`src/rtl/mips_bus_arb_pkg.sv`:
```
// Shared types for the CPU bus arbiter: FSM states, per-master request bundle, abort data.
package mips_bus_arb_pkg;

  typedef enum logic [1:0] {
    IDLE   = 2'd0,
    GRANT0 = 2'd1,
    GRANT1 = 2'd2
  } arb_state_t;

  typedef struct packed {
    logic [31:0] address;
    logic        read;
    logic        write;
    logic [31:0] writedata;
    logic [3:0]  byteenable;
  } bus_req_t;

  localparam logic [31:0] ABORT_DATA = 32'hDEADBEEF;

endpackage

```
`src/rtl/mips_bus_arb_watchdog.sv`:
```
// Counts consecutive slave stall cycles of a granted transaction; timeout is combinational from the count.
// Zero latency on timeout once the count reaches WATCHDOG_CYCLES; clear has priority over stall.
module mips_bus_arb_watchdog #(
  parameter int unsigned WATCHDOG_CYCLES = 1024
) (
  input  logic clk,
  input  logic reset,
  input  logic clear,
  input  logic stall,
  output logic timeout
);

  logic [31:0] count;

  assign timeout = (count >= 32'(WATCHDOG_CYCLES));

  always_ff @(posedge clk or negedge reset) begin
    if (!reset) begin
      count <= '0;
    end else if (clear) begin
      count <= '0;
    end else if (stall) begin
      count <= count + 32'd1;
    end
  end

endmodule

```
`src/rtl/mips_bus_arbiter.sv`:
```
// Round-robin two-master arbiter for the shared memory port; grant starts one cycle after the request is seen.
// Losing master is stalled through its waitrequest; a hung slave is aborted by the watchdog with sticky error.
module mips_bus_arbiter
  import mips_bus_arb_pkg::*;
#(
  parameter int unsigned WATCHDOG_CYCLES = 1024
) (
  input  logic        clk,
  input  logic        reset,
  input  logic [31:0] m0_address,
  input  logic        m0_read,
  input  logic        m0_write,
  input  logic [31:0] m0_writedata,
  input  logic [3:0]  m0_byteenable,
  output logic        m0_waitrequest,
  output logic [31:0] m0_readdata,
  input  logic [31:0] m1_address,
  input  logic        m1_read,
  input  logic        m1_write,
  input  logic [31:0] m1_writedata,
  input  logic [3:0]  m1_byteenable,
  output logic        m1_waitrequest,
  output logic [31:0] m1_readdata,
  output logic [31:0] s_address,
  output logic        s_read,
  output logic        s_write,
  output logic [31:0] s_writedata,
  output logic [3:0]  s_byteenable,
  input  logic        s_waitrequest,
  input  logic [31:0] s_readdata,
  output logic        busy,
  output logic        error
);

  arb_state_t state;
  logic       last;
  logic       req0, req1;
  logic       gnt0, gnt1;
  logic       req_g;
  logic       done;
  logic       timeout;
  bus_req_t   m0_req, m1_req, s_req;

  assign req0 = m0_read | m0_write;
  assign req1 = m1_read | m1_write;
  assign gnt0 = (state == GRANT0);
  assign gnt1 = (state == GRANT1);
  assign busy = (state != IDLE);

  assign m0_req = '{m0_address, m0_read, m0_write, m0_writedata, m0_byteenable};
  assign m1_req = '{m1_address, m1_read, m1_write, m1_writedata, m1_byteenable};

  // A dropped request, a slave accept or a watchdog abort all end the grant.
  assign req_g = (gnt0 & req0) | (gnt1 & req1);
  assign done  = busy & (~req_g | ~s_waitrequest | timeout);

  mips_bus_arb_watchdog #(
    .WATCHDOG_CYCLES(WATCHDOG_CYCLES)
  ) u_watchdog (
    .clk    (clk),
    .reset  (reset),
    .clear  (~busy | done),
    .stall  (busy & s_waitrequest),
    .timeout(timeout)
  );

  always_ff @(posedge clk or negedge reset) begin
    if (!reset) begin
      state <= IDLE;
      last  <= 1'b1;
      error <= 1'b0;
    end else begin
      case (state)
        IDLE: begin
          if (req0 && (!req1 || last)) begin
            state <= GRANT0;
          end else if (req1) begin
            state <= GRANT1;
          end
        end
        GRANT0, GRANT1: begin
          if (done) begin
            state <= IDLE;
            if (req_g) begin
              last <= (state == GRANT1);
            end
            if (timeout) begin
              error <= 1'b1;
            end
          end
        end
        default: state <= IDLE;
      endcase
    end
  end

  always_comb begin
    s_req = '0;
    if (gnt0) begin
      s_req = m0_req;
    end else if (gnt1) begin
      s_req = m1_req;
    end
  end

  assign s_address    = s_req.address;
  assign s_read       = s_req.read;
  assign s_write      = s_req.write;
  assign s_writedata  = s_req.writedata;
  assign s_byteenable = s_req.byteenable;

  // An abort releases the granted master even though the slave is still stalling.
  assign m0_waitrequest = gnt0 ? (req0 & s_waitrequest & ~timeout) : req0;
  assign m1_waitrequest = gnt1 ? (req1 & s_waitrequest & ~timeout) : req1;

  assign m0_readdata = (gnt0 && timeout) ? ABORT_DATA : s_readdata;
  assign m1_readdata = (gnt1 && timeout) ? ABORT_DATA : s_readdata;

endmodule

```
`config.mk`:
```
export PLATFORM = sky130hd
export DESIGN_NAME = mips_bus_arbiter
export DESIGN_NICKNAME = d
export VERILOG_FILES = /design/src/rtl/mips_bus_arb_pkg.sv /design/src/rtl/mips_bus_arb_watchdog.sv /design/src/rtl/mips_bus_arbiter.sv
export SDC_FILE = /design/constraint.sdc
export NUM_CORES = 1
export LEC_CHECK = 0
export CAP_MARGIN = 5
export CORE_AREA = 2 2 121 123
export DETAILED_ROUTE_END_ITERATION = 8
export DIE_AREA = 0 0 123 125
export PLACE_DENSITY = 0.64
export RECOVER_POWER = 25
export SKIP_CTS_REPAIR_TIMING = 1
export SYNTH_ARGS = -nofsm -noshare
export SYNTH_HDL_FRONTEND = slang
export SYNTH_SLANG_ARGS = --single-unit
```
`constraint.sdc`:
```
create_clock -name clk -period 2.1 [get_ports clk]
set_input_delay 0.21 -clock clk [delete_from_list [all_inputs] [get_ports clk]]
set_output_delay 0.21 -clock clk [all_outputs]
set_load 0.02 [all_outputs]
```
==> impl_metrics.env, run 1 <==
export IMPL_outcome="finished with violations"
export IMPL_violations="negative setup slack"
export IMPL_drv_cap=0
export IMPL_firstDrtPassIters=4
export IMPL_ys_seq_elements=36
export IMPL_slew_headroom_pct=42.1
export IMPL_fin_skew_ns=0.00410
export IMPL_routed_wl_um=17700
export IMPL_rsz0062_at_grt="true"
export IMPL_final_util_pct=49.2
export IMPL_route_detailed_drc=0
export IMPL_rr_endpoint="last$_DFFE_PN1P_"
export IMPL_hp_class="flip-flop to flip-flop"
export IMPL_crit_arrival_ns=2.06
export IMPL_endpoint_kind="output port"
export IMPL_placementRows=44
export IMPL_area_growth_pct=169
export IMPL_globalRoute_busiestLayer="met2"
export IMPL_hold_viol_final=0
export IMPL_ys_types=35
export IMPL_gp_congestion=0.846
export IMPL_finalSetupViolCount=59
export IMPL_netlist_instances=287
export IMPL_die_h_um=125
export IMPL_whs_ns=0.505
export IMPL_p_comb_share_pct=78.1
export IMPL_cts_clk_slew_worst_paths_ns=0.05
export IMPL_cts_tree="built"
export IMPL_seq_area_frac_synth_pct=34.7
export IMPL_start_kind="flip-flop"
export IMPL_wl_per_cell_um=21.4
export IMPL_ant_nets=0
export IMPL_met1_usage_pct=24.2
export IMPL_pwr_share_clk_pct=10.6
export IMPL_slew_viol_final=0
export IMPL_reg2reg_depth=8
export IMPL_syn_area_per_cell_um2=9.05
export IMPL_start_util_pct=18.3
export IMPL_critical_path_required_ns=1.89
export IMPL_num_io_pins=313
export IMPL_period_share_pct=108
export IMPL_p_leak_uw=0.00366
export IMPL_fmax_ghz=0.440
export IMPL_diodes=0
export IMPL_drive_gt1_share_pct=33.7
export IMPL_layout_commonest_cell="clkdlybuf4s50_1"
export IMPL_grt_remaining_overflow=0
export IMPL_p_int_uw=3840
export IMPL_setup_slack_ns=-0.171
export IMPL_r2r_start="state[1]$_DFFE_PN0P_"
export IMPL_worstMarginPinSlew_ns=0.868
export IMPL_die_area_um2=15400
export IMPL_syn_area_um2=2600
export IMPL_worstPathMaxFanout=8
export IMPL_layout_nets=826
export IMPL_viasPerCell=4.40
export IMPL_antenna_found_initial=4
export IMPL_routed_via_count=3658
export IMPL_r2r_slack_ns=0.17
export IMPL_p_sw_uw=3050
export IMPL_min_period_ns=2.27
export IMPL_slowest_stage="dfrtp_1"
export IMPL_slowest_delay_ns=0.38
export IMPL_dpl_hpwl_um=14100
export IMPL_clock_sinks=36
export IMPL_final_cell_mix="clkdlybuf4s50_1 (174), a22o_1 (65), buf_6 (60), nand2b_4 (37)"
export IMPL_die_x_um=123
export IMPL_crit_top_cell="buf_6"
export IMPL_path_class="flip-flop to output port"
export IMPL_critical_path_cell_chain="nor4_1, nand2_1, buf_4, o21ai_4, buf_6, clkbuf_16, and2_1, buf_6"
export IMPL_clock_latency_ns=0.28
export IMPL_grt_pass1_wl_um=22700
export IMPL_stdcell_count=831
export IMPL_grt_use_met3_pct=9.17
export IMPL_htree_levels=2
export IMPL_crit_end="m1_readdata[4]"
export IMPL_clock_path_buffers=2
export IMPL_vdd_drop_max_v=0.000307
export IMPL_grtUsageTotal_pct=20.3
export IMPL_seq_power_share_pct=11.3
export IMPL_drt_iter0_drc=90
export IMPL_post_place_cells=806
export IMPL_switching_share_pct=44.3
export IMPL_cts_root_buf="clkbuf_16"
export IMPL_crit_start="u_watchdog.count[15]$_DFFE_PN0P_"
export IMPL_portBuffers=312
export IMPL_yosys_warnings=0
export IMPL_grt_use_met2_pct=33.3
export IMPL_grt_pass1_vias=3631
export IMPL_powerDensity_nw_per_um2=988
export IMPL_fp_coreArea_um2=14200
export IMPL_numCtsBuffers=5
export IMPL_grt_max_degree=37
[worst max-delay path: cells and delay by family (launching register included)]
kind / cells / cell delay (ns)
compound gates: 1 / 0.15
buf+inv: 4 / 0.62
simple gates: 3 / 0.64
flops: 1 / 0.38
[worst min path at each step]
stage	from	to	slack, ns	depth (start not counted)
6_report	u_watchdog.count[0]$_DFFE_PN0P_	u_watchdog.count[0]$_DFFE_PN0P_	0.50	1
5_1_grt	u_watchdog.count[0]$_DFFE_PN0P_	u_watchdog.count[0]$_DFFE_PN0P_	0.57	1
4_1_cts	reset	u_watchdog.count[25]$_DFFE_PN0P_	0.37	2
3_5_place_dp	u_watchdog.count[0]$_DFFE_PN0P_	u_watchdog.count[0]$_DFFE_PN0P_	0.50	1
3_3_place_gp	u_watchdog.count[0]$_DFFE_PN0P_	u_watchdog.count[0]$_DFFE_PN0P_	0.50	1
2_1_floorplan	reset	error$_DFFE_PN0P_	-0.09	0
[layout make-up]
| type | instances | area, um^2 |
|---|---|---|
| well taps | 184 | 230 |
| multi-input cells | 239 | 2010 |
| inverters | 9 | 33.8 |
| flip-flops and latches | 36 | 903 |
| fillers | 1281 | 7220 |
| clock buffers | 7 | 143 |
| clock inverters | 1 | 7.51 |
| repair buffers | 355 | 3650 |
[cell families (layout without fill, tap and decap cells)]
| logic type | Yosys count | count (layout) | synth area share, % |
|---|---|---|---|
| AO/OA/AOI/OAI | 85 | 85 | 27.5 |
| XOR/XNOR | 9 | 9 | 3.03 |
| adder cells (fa/ha/maj) | 5 | 5 | 2.41 |
| buffers and inverters | 32 | 372 | 5.06 |
| flip-flops | 36 | 36 | 34.7 |
| multiplexers | 1 | 1 | 0.433 |
| other | 1 | 21 | 0.144 |
| AND/OR/NAND/NOR | 118 | 118 | 26.7 |
[stage by stage]
stage / TNS, ns / setup slack [ns] / area, um^2 / total power (uW)
3_5_place_dp: -5.30 / -0.175 / 6210 / 5530
6_report: -4.51 / -0.171 / 6980 / 6900
3_3_place_gp: -3.88 / -0.139 / 6210 / 5500
2_1_floorplan: 0 / 0.241 / 2670 / 2970
4_1_cts: -41.62 / -0.493 / 6360 / 6300
5_1_grt: -10.53 / -0.265 / 6980 / 7210
[metal layers]
metal,vias up,wire [um]
met2,152,8470
li1,1735,-
met1,1736,7070
met5,-,46
met4,8,355
met3,27,1800
[state kept, by name, summed over array words and instances, names as in the netlist]
name              cells
last                  1
state                 2
u_watchdog.count     32
error                 1
[cells in the mapped netlist]
cell type	number	area share [%]
ha_1	5	2.4
o221ai_1	1	0.34
nor4_1	7	1.7
nor3_1	1	0.19
nand2b_1	48	12
nand3_1	7	1.3
buf_1	3	0.43
nand2_1	11	1.6
a21oi_1	1	0.19
o21ai_1	3	0.58
and2_1	16	3.9
and4_1	2	0.67
nor4_2	3	1.4
buf_2	9	1.7
o31ai_1	1	0.29
or3_4	1	0.43
nand4_2	1	0.48
a22o_1	68	23
xnor2_1	4	1.3
o311ai_2	1	0.63
clkbuf_1	11	1.6
dfstp_2	1	1.0
nand4_1	1	0.24
mux2_1	1	0.43
a21o_1	1	0.29
a21oi_2	2	0.67
conb_1	1	0.14
nor2b_1	1	0.24
xor2_1	5	1.7
and3_1	2	0.48
inv_1	9	1.3
o21ai_0	5	0.96
dfrtp_1	35	34
o21ai_2	2	0.67
nor2_1	17	2.5
[power groups by stage]
| stage | Sequential, uW | Clock [uW] | Combinational [uW] |
|---|---|---|---|
| 6_report | 779 | 732 | 5390 |
| 5_1_grt | 784 | 788 | 5630 |
| 3_5_place_dp | 783 | 0 | 4750 |
| 3_3_place_gp | 780 | 0 | 4720 |
| 2_1_floorplan | 775 | 0 | 2200 |
| 4_1_cts | 771 | 752 | 4770 |
Power figures use the tool's default switching activity.
==> run 2, diff against run 1 <==
- clock period: 2.1 -> 2.4 ns (I/O delays scaled with it)
==> impl_metrics.env, run 2 (same netlist as run 1, synthesis figures left out) <==
export IMPL_slew_viol_final=0
export IMPL_path_class="flip-flop to output port"
export IMPL_wl_per_cell_um=21.1
export IMPL_clock_latency_ns=0.28
export IMPL_num_io_pins=313
export IMPL_worstMarginPinSlew_ns=0.877
export IMPL_vdd_drop_max_v=0.000360
export IMPL_ant_nets=0
export IMPL_grt_pass1_vias=3477
export IMPL_hp_class="flip-flop to flip-flop"
export IMPL_p_leak_uw=0.00391
export IMPL_routed_via_count=3534
export IMPL_die_h_um=125
export IMPL_period_share_pct=95.8
export IMPL_design_area_um2=6590
export IMPL_numCtsBuffers=5
export IMPL_firstDrtPassIters=4
export IMPL_final_util_pct=46.4
export IMPL_drive_gt1_share_pct=8.23
export IMPL_largest_reg_flops=32
export IMPL_r2r_slack_ns=0.28
export IMPL_clock_path_buffers=2
export IMPL_routed_wl_um=17000
export IMPL_top_regs="u_watchdog.count (32), state (2)"
export IMPL_slew_headroom_pct=41.6
export IMPL_hold_viol_final=0
export IMPL_place_area_um2=6040
export IMPL_top_register="u_watchdog.count"
export IMPL_multi_input_area_um2=1680
export IMPL_setup_tns_ns=0
export IMPL_start_util_pct=18.3
export IMPL_p_int_uw=3020
export IMPL_clock_sinks=36
export IMPL_die_area_um2=15400
export IMPL_reg2reg_depth=7
export IMPL_grt_max_degree=59
export IMPL_crit_arrival_ns=2.06
export IMPL_layout_nets=799
export IMPL_antenna_found_initial=4
export IMPL_final_cell_mix="clkdlybuf4s50_1 (174), dlymetal6s2s_1 (117), a22o_1 (68), nand2b_1 (48), dfrtp_1 (35)"
export IMPL_seq_power_share_pct=12.6
export IMPL_p_sw_uw=2380
export IMPL_gp_congestion=0.866
export IMPL_grtUsageTotal_pct=19.9
export IMPL_worstPathMaxFanout=19
export IMPL_min_period_ns=2.30
export IMPL_pwr_share_clk_pct=13.4
export IMPL_drt_iter0_drc=154
export IMPL_outcome="finished clean"
export IMPL_rr_endpoint="u_watchdog.count[3]$_DFFE_PN0P_"
export IMPL_fill_cells=1355
export IMPL_portBuffers=312
export IMPL_register_area_um2=902
export IMPL_fin_skew_ns=0.00450
export IMPL_layout_commonest_cell="clkdlybuf4s50_1"
export IMPL_fmax_ghz=0.435
export IMPL_powerDensity_nw_per_um2=820
export IMPL_cts_tree="built"
export IMPL_p_comb_share_pct=74.0
export IMPL_setup_slack_ns=0.100
export IMPL_r2r_start="state[1]$_DFFE_PN0P_"
export IMPL_drv_cap=0
export IMPL_htree_levels=2
export IMPL_crit_end="s_writedata[3]"
export IMPL_cts_clk_slew_worst_paths_ns=0.05
export IMPL_finalSetupViolCount=0
export IMPL_whs_ns=0.483
export IMPL_cts_root_buf="clkbuf_16"
export IMPL_dpl_hpwl_um=13700
export IMPL_fp_coreArea_um2=14200
export IMPL_endpoint_kind="output port"
export IMPL_route_detailed_drc=0
export IMPL_place_ws_ns=0.0503
export IMPL_start_kind="flip-flop"
export IMPL_placementRows=44
export IMPL_viasPerCell=4.39
export IMPL_switching_share_pct=44.2
export IMPL_die_x_um=123
export IMPL_critical_path_required_ns=2.16
export IMPL_grt_remaining_overflow=0
export IMPL_area_growth_pct=154
export IMPL_grt_pass1_wl_um=22200
export IMPL_crit_start="state[0]$_DFFE_PN0P_"
run 2: cell count changes in the layout (fill, tap and decap cells not counted), moves of 15 or more:
cell            change
dlymetal6s2s_1     +83
buf_6              -60
nand2b_1           +37
nand2b_4           -37
clkbuf_2           -24
buf_4              -15
run 2: worst max-delay path, stage by stage, from the launching register on:
cell and delay [ns]:
dfrtp_1 0.43, inv_1 0.11, ha_1 0.17, nor2b_4 0.25, buf_4 0.15, buf_8 0.15
buf_4 0.15, a22o_1 0.19, buf_4 0.17
run 2: how the worst min path moves through the flow:
stage          slack, ns                         endpoint  cells past startpoint         startpoint
3_5_place_dp        0.48                error$_DFFE_PN0P_                      2  error$_DFFE_PN0P_
2_1_floorplan      -0.06                error$_DFFE_PN0P_                      0              reset
4_1_cts             0.39  u_watchdog.count[8]$_DFFE_PN0P_                      2              reset
3_3_place_gp        0.48                error$_DFFE_PN0P_                      2  error$_DFFE_PN0P_
6_report            0.48                error$_DFFE_PN0P_                      2  error$_DFFE_PN0P_
5_1_grt             0.54                error$_DFFE_PN0P_                      2  error$_DFFE_PN0P_
run 2: routing by layer:
layer | global-route usage [%] | share of wire, %
met1 | 24.6 | 41
met2 | 32.9 | 48
met3 | 7.53 | 9.5
met4 | 4.34 | 1.9
met5 | 0 | 0.23
run 2: area by class of cell:
class	instances	area share, %
Sequential cell	36	13.7
Antenna cell	1	0.0380
Inverter	9	0.513
Clock buffer	6	1.96
Timing Repair Buffer	328	54.3
Clock inverter	2	0.532
Tap cell	184	3.49
Multi-Input combinational cell	239	25.5
run 2: power groups by stage:
stage | combinational [uW] | clock (uW) | sequential (uW)
after detailed placement | 4010 | 0 | 685
after global placement | 3990 | 0 | 683
final | 4000 | 722 | 680
after global routing | 4200 | 762 | 684
after floorplan | 1920 | 0 | 679
after CTS | 4030 | 740 | 675
run 2: stage by stage:
step / total power [uW] / std cells
floorplan: 2600 / 307
CTS: 5450 / 798
detailed placement: 4690 / 790
global placement: 4680 / 790
global route: 5650 / 804
finish: 5400 / 805
==> RTL edit 1 (config.mk and constraints of run 2) <==
Encoding of `arb_state_t`: now one-hot (3 bits for 3 states).
--- a/src/rtl/mips_bus_arb_pkg.sv
+++ b/src/rtl/mips_bus_arb_pkg.sv
@@ -2,8 +2,8 @@
 package mips_bus_arb_pkg;
 
-  typedef enum logic [1:0] {
-    IDLE   = 2'd0,
-    GRANT0 = 2'd1,
-    GRANT1 = 2'd2
+  typedef enum logic [2:0] {
+    IDLE   = 3'b001,
+    GRANT0 = 3'b010,
+    GRANT1 = 3'b100
   } arb_state_t;
 
Formal check against the unedited RTL: same outputs for any inputs over 10 cycles, from zero or initial values and one cycle with reset low; not proved beyond that.
==> RTL edit 1 against run 2 <==
Cell area down 1.8%. Wire length decreased by 15%. Synthesized area about the same. Setup slack got worse by 0.056 ns. Core utilization fell by 0.82 points. Sequential cell count is 1 higher. First-iteration DRC count down 28%. Critical endpoint is now s_byteenable[1].
Power is not compared: it rests on default switching activity, and its combinational part moved more than twofold at a synthesized area within 25%.
==> RTL edit 1: results (changes against run 2) <==
metric	value	unit	change
status	finished clean		
synth_flop_cell	dfrtp_1		
cpPeakStageDelay	0.60	ns	+0.17 ns
post_drt_wl_per_cell	18.54	um	-12%
startpoint	state[1]		
synthXorXnorAreaFrac	0.03032		about the same
p_leak	3.387	nW	
ff2ff_path_depth	6		-1
clockBufferDepth	2		unchanged
grt_util_all_layers	0.1649		-0.03405
r2r_slack	0.29	ns	
hold_end	error		
cp_slowest_cell	clkdlybuf4s50_1		
synth_common_cells	a22o_1 (70), nand2b_1 (49), dfrtp_1 (35)		
grt_pass1_wl	19.26	mm	-13%
antennaDiodeCount	0		-1
drive_above_1_share	0.07926		-0.003000
fillers	1319		-2.7%
synth-seq-area-share	0.3571		+0.009939
regArea	928.4	um2	+2.9%
dr.pass1.iters	4		unchanged
grt_max_degree	74		+25%
r2r_end	state[1]		
slew_headroom	0.4128		-0.002768
place_congestion	0.8085		-6.6%
crit_path_end	s_byteenable[1]		
synth_compound_area_frac	0.2782		+0.002755
cp_top_family	buffers and inverters		
placedInstanceArea	0.006036	mm2	-0.14%
fin_nets	770		-3.6%
hold_depth	1		-1
root_buffer	clkbuf_16		
crit_cells	4		-4
synth-async-reset-ratio	1.000		unchanged
synth_adder_area_share	0.009625		-0.01445
muxShareOfSynthArea	0		-0.004333
vias	3380		-4.4%
hold_start	error		
worst_clock_skew	0.002349	ns	-0.002147 ns
yosysUniqueCellTypes	36		+2.9%
grt_antenna_before_repair	0		-4
hpwlAfterDp	11.21	mm	-18%
cp.arrival	2.12	ns	+0.06 ns
grt_pass1_vias	3434		-1.2%
drt_iter0_drc	111		-28%
synthTopCellsByArea	dfrtp_1 (34%), a22o_1 (24%), nand2b_1 (12%), and2_1 (3.8%), buf_2 (3.1%)		
cp_max_fo	73		+54
reg.largest.list	u_watchdog.count: 32 flops, state: 3 flops		
-- RTL edit 1: cell types whose count changed after synthesis, moves of 7 or more --
cell,change
nor4_1,-7
clkbuf_1,-11
buf_2,+7
nand2_1,-9
-- RTL edit 1: cell type report --
type | count | area share
repair buffers | 323 | 0.5442
clock buffers | 7 | 0.02204
inverters | 5 | 0.002900
flip-flops and latches | 37 | 0.1434
well taps | 184 | 0.03557
multi-input cells | 221 | 0.2519
-- RTL edit 1: metrics by stage --
step           hold slack, ns  worst slack [ns]  instances
2_1_floorplan        -0.05559            0.6876        286
3_3_place_gp           0.4569            0.1105        766
3_5_place_dp           0.4607           0.04723        766
4_1_cts                0.4004           -0.2453        773
5_1_grt                0.4973          0.003040        777
6_report               0.4626           0.04430        777
-- RTL edit 1: power groups by stage --
stage / clock network, mW / registers, mW / logic, mW
finish: 0.620 / 0.698 / 0.707
global route: 0.670 / 0.700 / 0.750
CTS: 0.636 / 0.691 / 0.719
detailed placement: 0 / 0.701 / 0.714
global placement: 0 / 0.699 / 0.708
floorplan: 0 / 0.694 / 0.226
-- RTL edit 1: layer usage --
metal	wire [um]	GRT usage	part of all wire
met5	0	0	0
met4	163	0.03075	0.011
met3	2107	0.1086	0.15
met2	7183	0.2918	0.50
met1	4951	0.1603	0.34
-- RTL edit 1: worst register-to-register path, stage by stage, from the launching register on --
cell and delay [ns]:
dfrtp_1 0.41, nor3b_4 0.20, buf_4 0.19, buf_12 0.21, a22oi_1 0.15, nand4b_1 0.54, o22ai_1 0.33
==> RTL edit 2 (flow settings as in run 2) <==
Made on the original files. `WATCHDOG_CYCLES` is set to 1024 in 2 places; all go to 512.
--- a/src/rtl/mips_bus_arb_watchdog.sv
+++ b/src/rtl/mips_bus_arb_watchdog.sv
@@ -2,5 +2,5 @@
 // Zero latency on timeout once the count reaches WATCHDOG_CYCLES; clear has priority over stall.
 module mips_bus_arb_watchdog #(
-  parameter int unsigned WATCHDOG_CYCLES = 1024
+  parameter int unsigned WATCHDOG_CYCLES = 512
 ) (
   input  logic clk,
--- a/src/rtl/mips_bus_arbiter.sv
+++ b/src/rtl/mips_bus_arbiter.sv
@@ -4,5 +4,5 @@
   import mips_bus_arb_pkg::*;
 #(
-  parameter int unsigned WATCHDOG_CYCLES = 1024
+  parameter int unsigned WATCHDOG_CYCLES = 512
 ) (
   input  logic        clk,
Formal check against the unedited RTL: same outputs for any inputs over 10 cycles, from zero or initial values and one cycle with reset low; that may be too few to reach the edited logic, so the function may still have changed.
==> RTL edit 2 against run 2 <==
Cell count shrank 1.7%. Setup slack lost 0.012 ns. Synthesized area shrank 2.5%. Core utilization grew 0.40 points. Total power grew 2.5%. Register-to-register slack lost 0.08 ns. Clock power shrank 18%. Global-route usage shrank 0.64 points. Wire length shrank 4.3%. Cell area grew 0.85%. Sequential cell count is the same. Non-clock buffer count shrank 4. Critical path depth shrank 1.
==> RTL edit 2: results (changes against run 2) <==
metric	value	unit	change
n_all_inverters	8		-1
drt_iter0_drc	192		+25%
crit_path_end	s_writedata[20]		
synth-async-reset-ratio	1.000		unchanged
regArea	902.1	um2	unchanged
multi_input_gates	231		-3.3%
p_leak	3.785	nW	-3.3%
placedInstanceArea	0.006182	mm2	+2.3%
worst_slack	0.08814	ns	-0.01208 ns
dpl_worst_slack	0.04028	ns	-0.01003 ns
fillers	1349		-0.44%
ff2ff_path_depth	6		-1
ir_drop	0.6903	mV	+92%
place_congestion	0.9007		+4.1%
num-clock-buffers	7		+1
synth_compound_area_frac	0.2840		+0.008553
r2r_slack	0.20	ns	-0.08 ns
antennaDiodeCount	0		-1
flops_and_latches	36		unchanged
cp_slowest_cell	dfrtp_1		
synth-seq-area-share	0.3560		+0.008914
cpPeakStageDelay	0.41	ns	-0.02 ns
buffers	324		-1.2%
synth_adder_area_share	0.02469		+0.0006182
synthXorXnorAreaFrac	0.02765		-0.002678
drive_above_1_share	0.1054		+0.02318
synth_common_cells	a22o_1 (69), nand2b_1 (48), dfrtp_1 (35)		
grt_pass1_vias	3327		-4.3%
clkCellAreaFrac	0.02071		-0.004165
grt_pass1_wl	21.45	mm	-3.5%
worst_clock_skew	0.006294	ns	+0.001798 ns
grt_antenna_before_repair	0		-4
cp_max_fo	26		+7
hpwlAfterDp	13.35	mm	-2.3%
clockBufferDepth	2		unchanged
nonClkBufAreaFrac	0.5587		+0.01555
post_drt_wl_per_cell	20.56	um	-2.6%
grt_util_all_layers	0.1925		-0.006405
multi_input_area_share	0.2457		-0.008935
synthTopCellsByArea	dfrtp_1 (35%), a22o_1 (24%), nand2b_1 (12%), and2_1 (4.0%), ha_1 (2.5%)		
yosysUniqueCellTypes	34		-2.9%
status	finished clean		
fin_nets	786		-1.6%
tightest_slew	0.8353	ns	-0.04134 ns
grt_max_degree	53		-10%
[RTL edit 2: changes by cell type in the layout (fill, tap and decap cells not counted), moves of 4 or more]
cell            change
nand2_1             -4
nor4_1              -7
buf_4               -5
dlymetal6s2s_1      -9
a22o_2              +4
buf_12             +18
nand3_1             -4
[RTL edit 2: stage by stage]
stage               utilization  cells   TNS [ns]  hold slack [ns]
floorplan                     -    298          0         -0.05559
global placement         0.4353    781          0           0.4891
detailed placement       0.4353    781          0           0.4948
CTS                      0.4449    789     -10.35           0.3896
global route             0.4678    791  -0.004611           0.5308
finish                   0.4678    791          0           0.4906
[RTL edit 2: worst max-delay path, delay by kind of cell (launching register included)]
kind	cells	cell delay (ns)
adder cells (fa/ha/maj)	1	0.17
AND/OR/NAND/NOR	1	0.23
flip-flops	1	0.41
AO/OA/AOI/OAI	1	0.27
buffers and inverters	4	0.72
[RTL edit 2: power breakdown]
| part | internal [mW] | leakage, nW | switching (mW) | total [mW] |
|---|---|---|---|---|
| Clock | 0.382 | 0.0679 | 0.212 | 0.594 |
| Sequential | 0.651 | 0.441 | 0.0253 | 0.676 |
| Combinational | 2.05 | 3.28 | 2.21 | 4.26 |
| Total | 3.09 | 3.78 | 2.45 | 5.53 |
[RTL edit 2: cell families after synthesis]
kind of cell    after synthesis
other cells                   1
fa+ha+maj                     5
simple gates                106
flops                        36
mux                           2
compound gates               88
xor+xnor                      8
buf+inv                      31
[RTL edit 2: routing by layer]
metal	global-route usage	up-vias	wire length [um]
met4	0.02206	0	55
met1	0.2766	1663	7268
met5	0	-	0
li1	-	1639	-
met2	0.2756	171	6888
met3	0.08303	5	2048
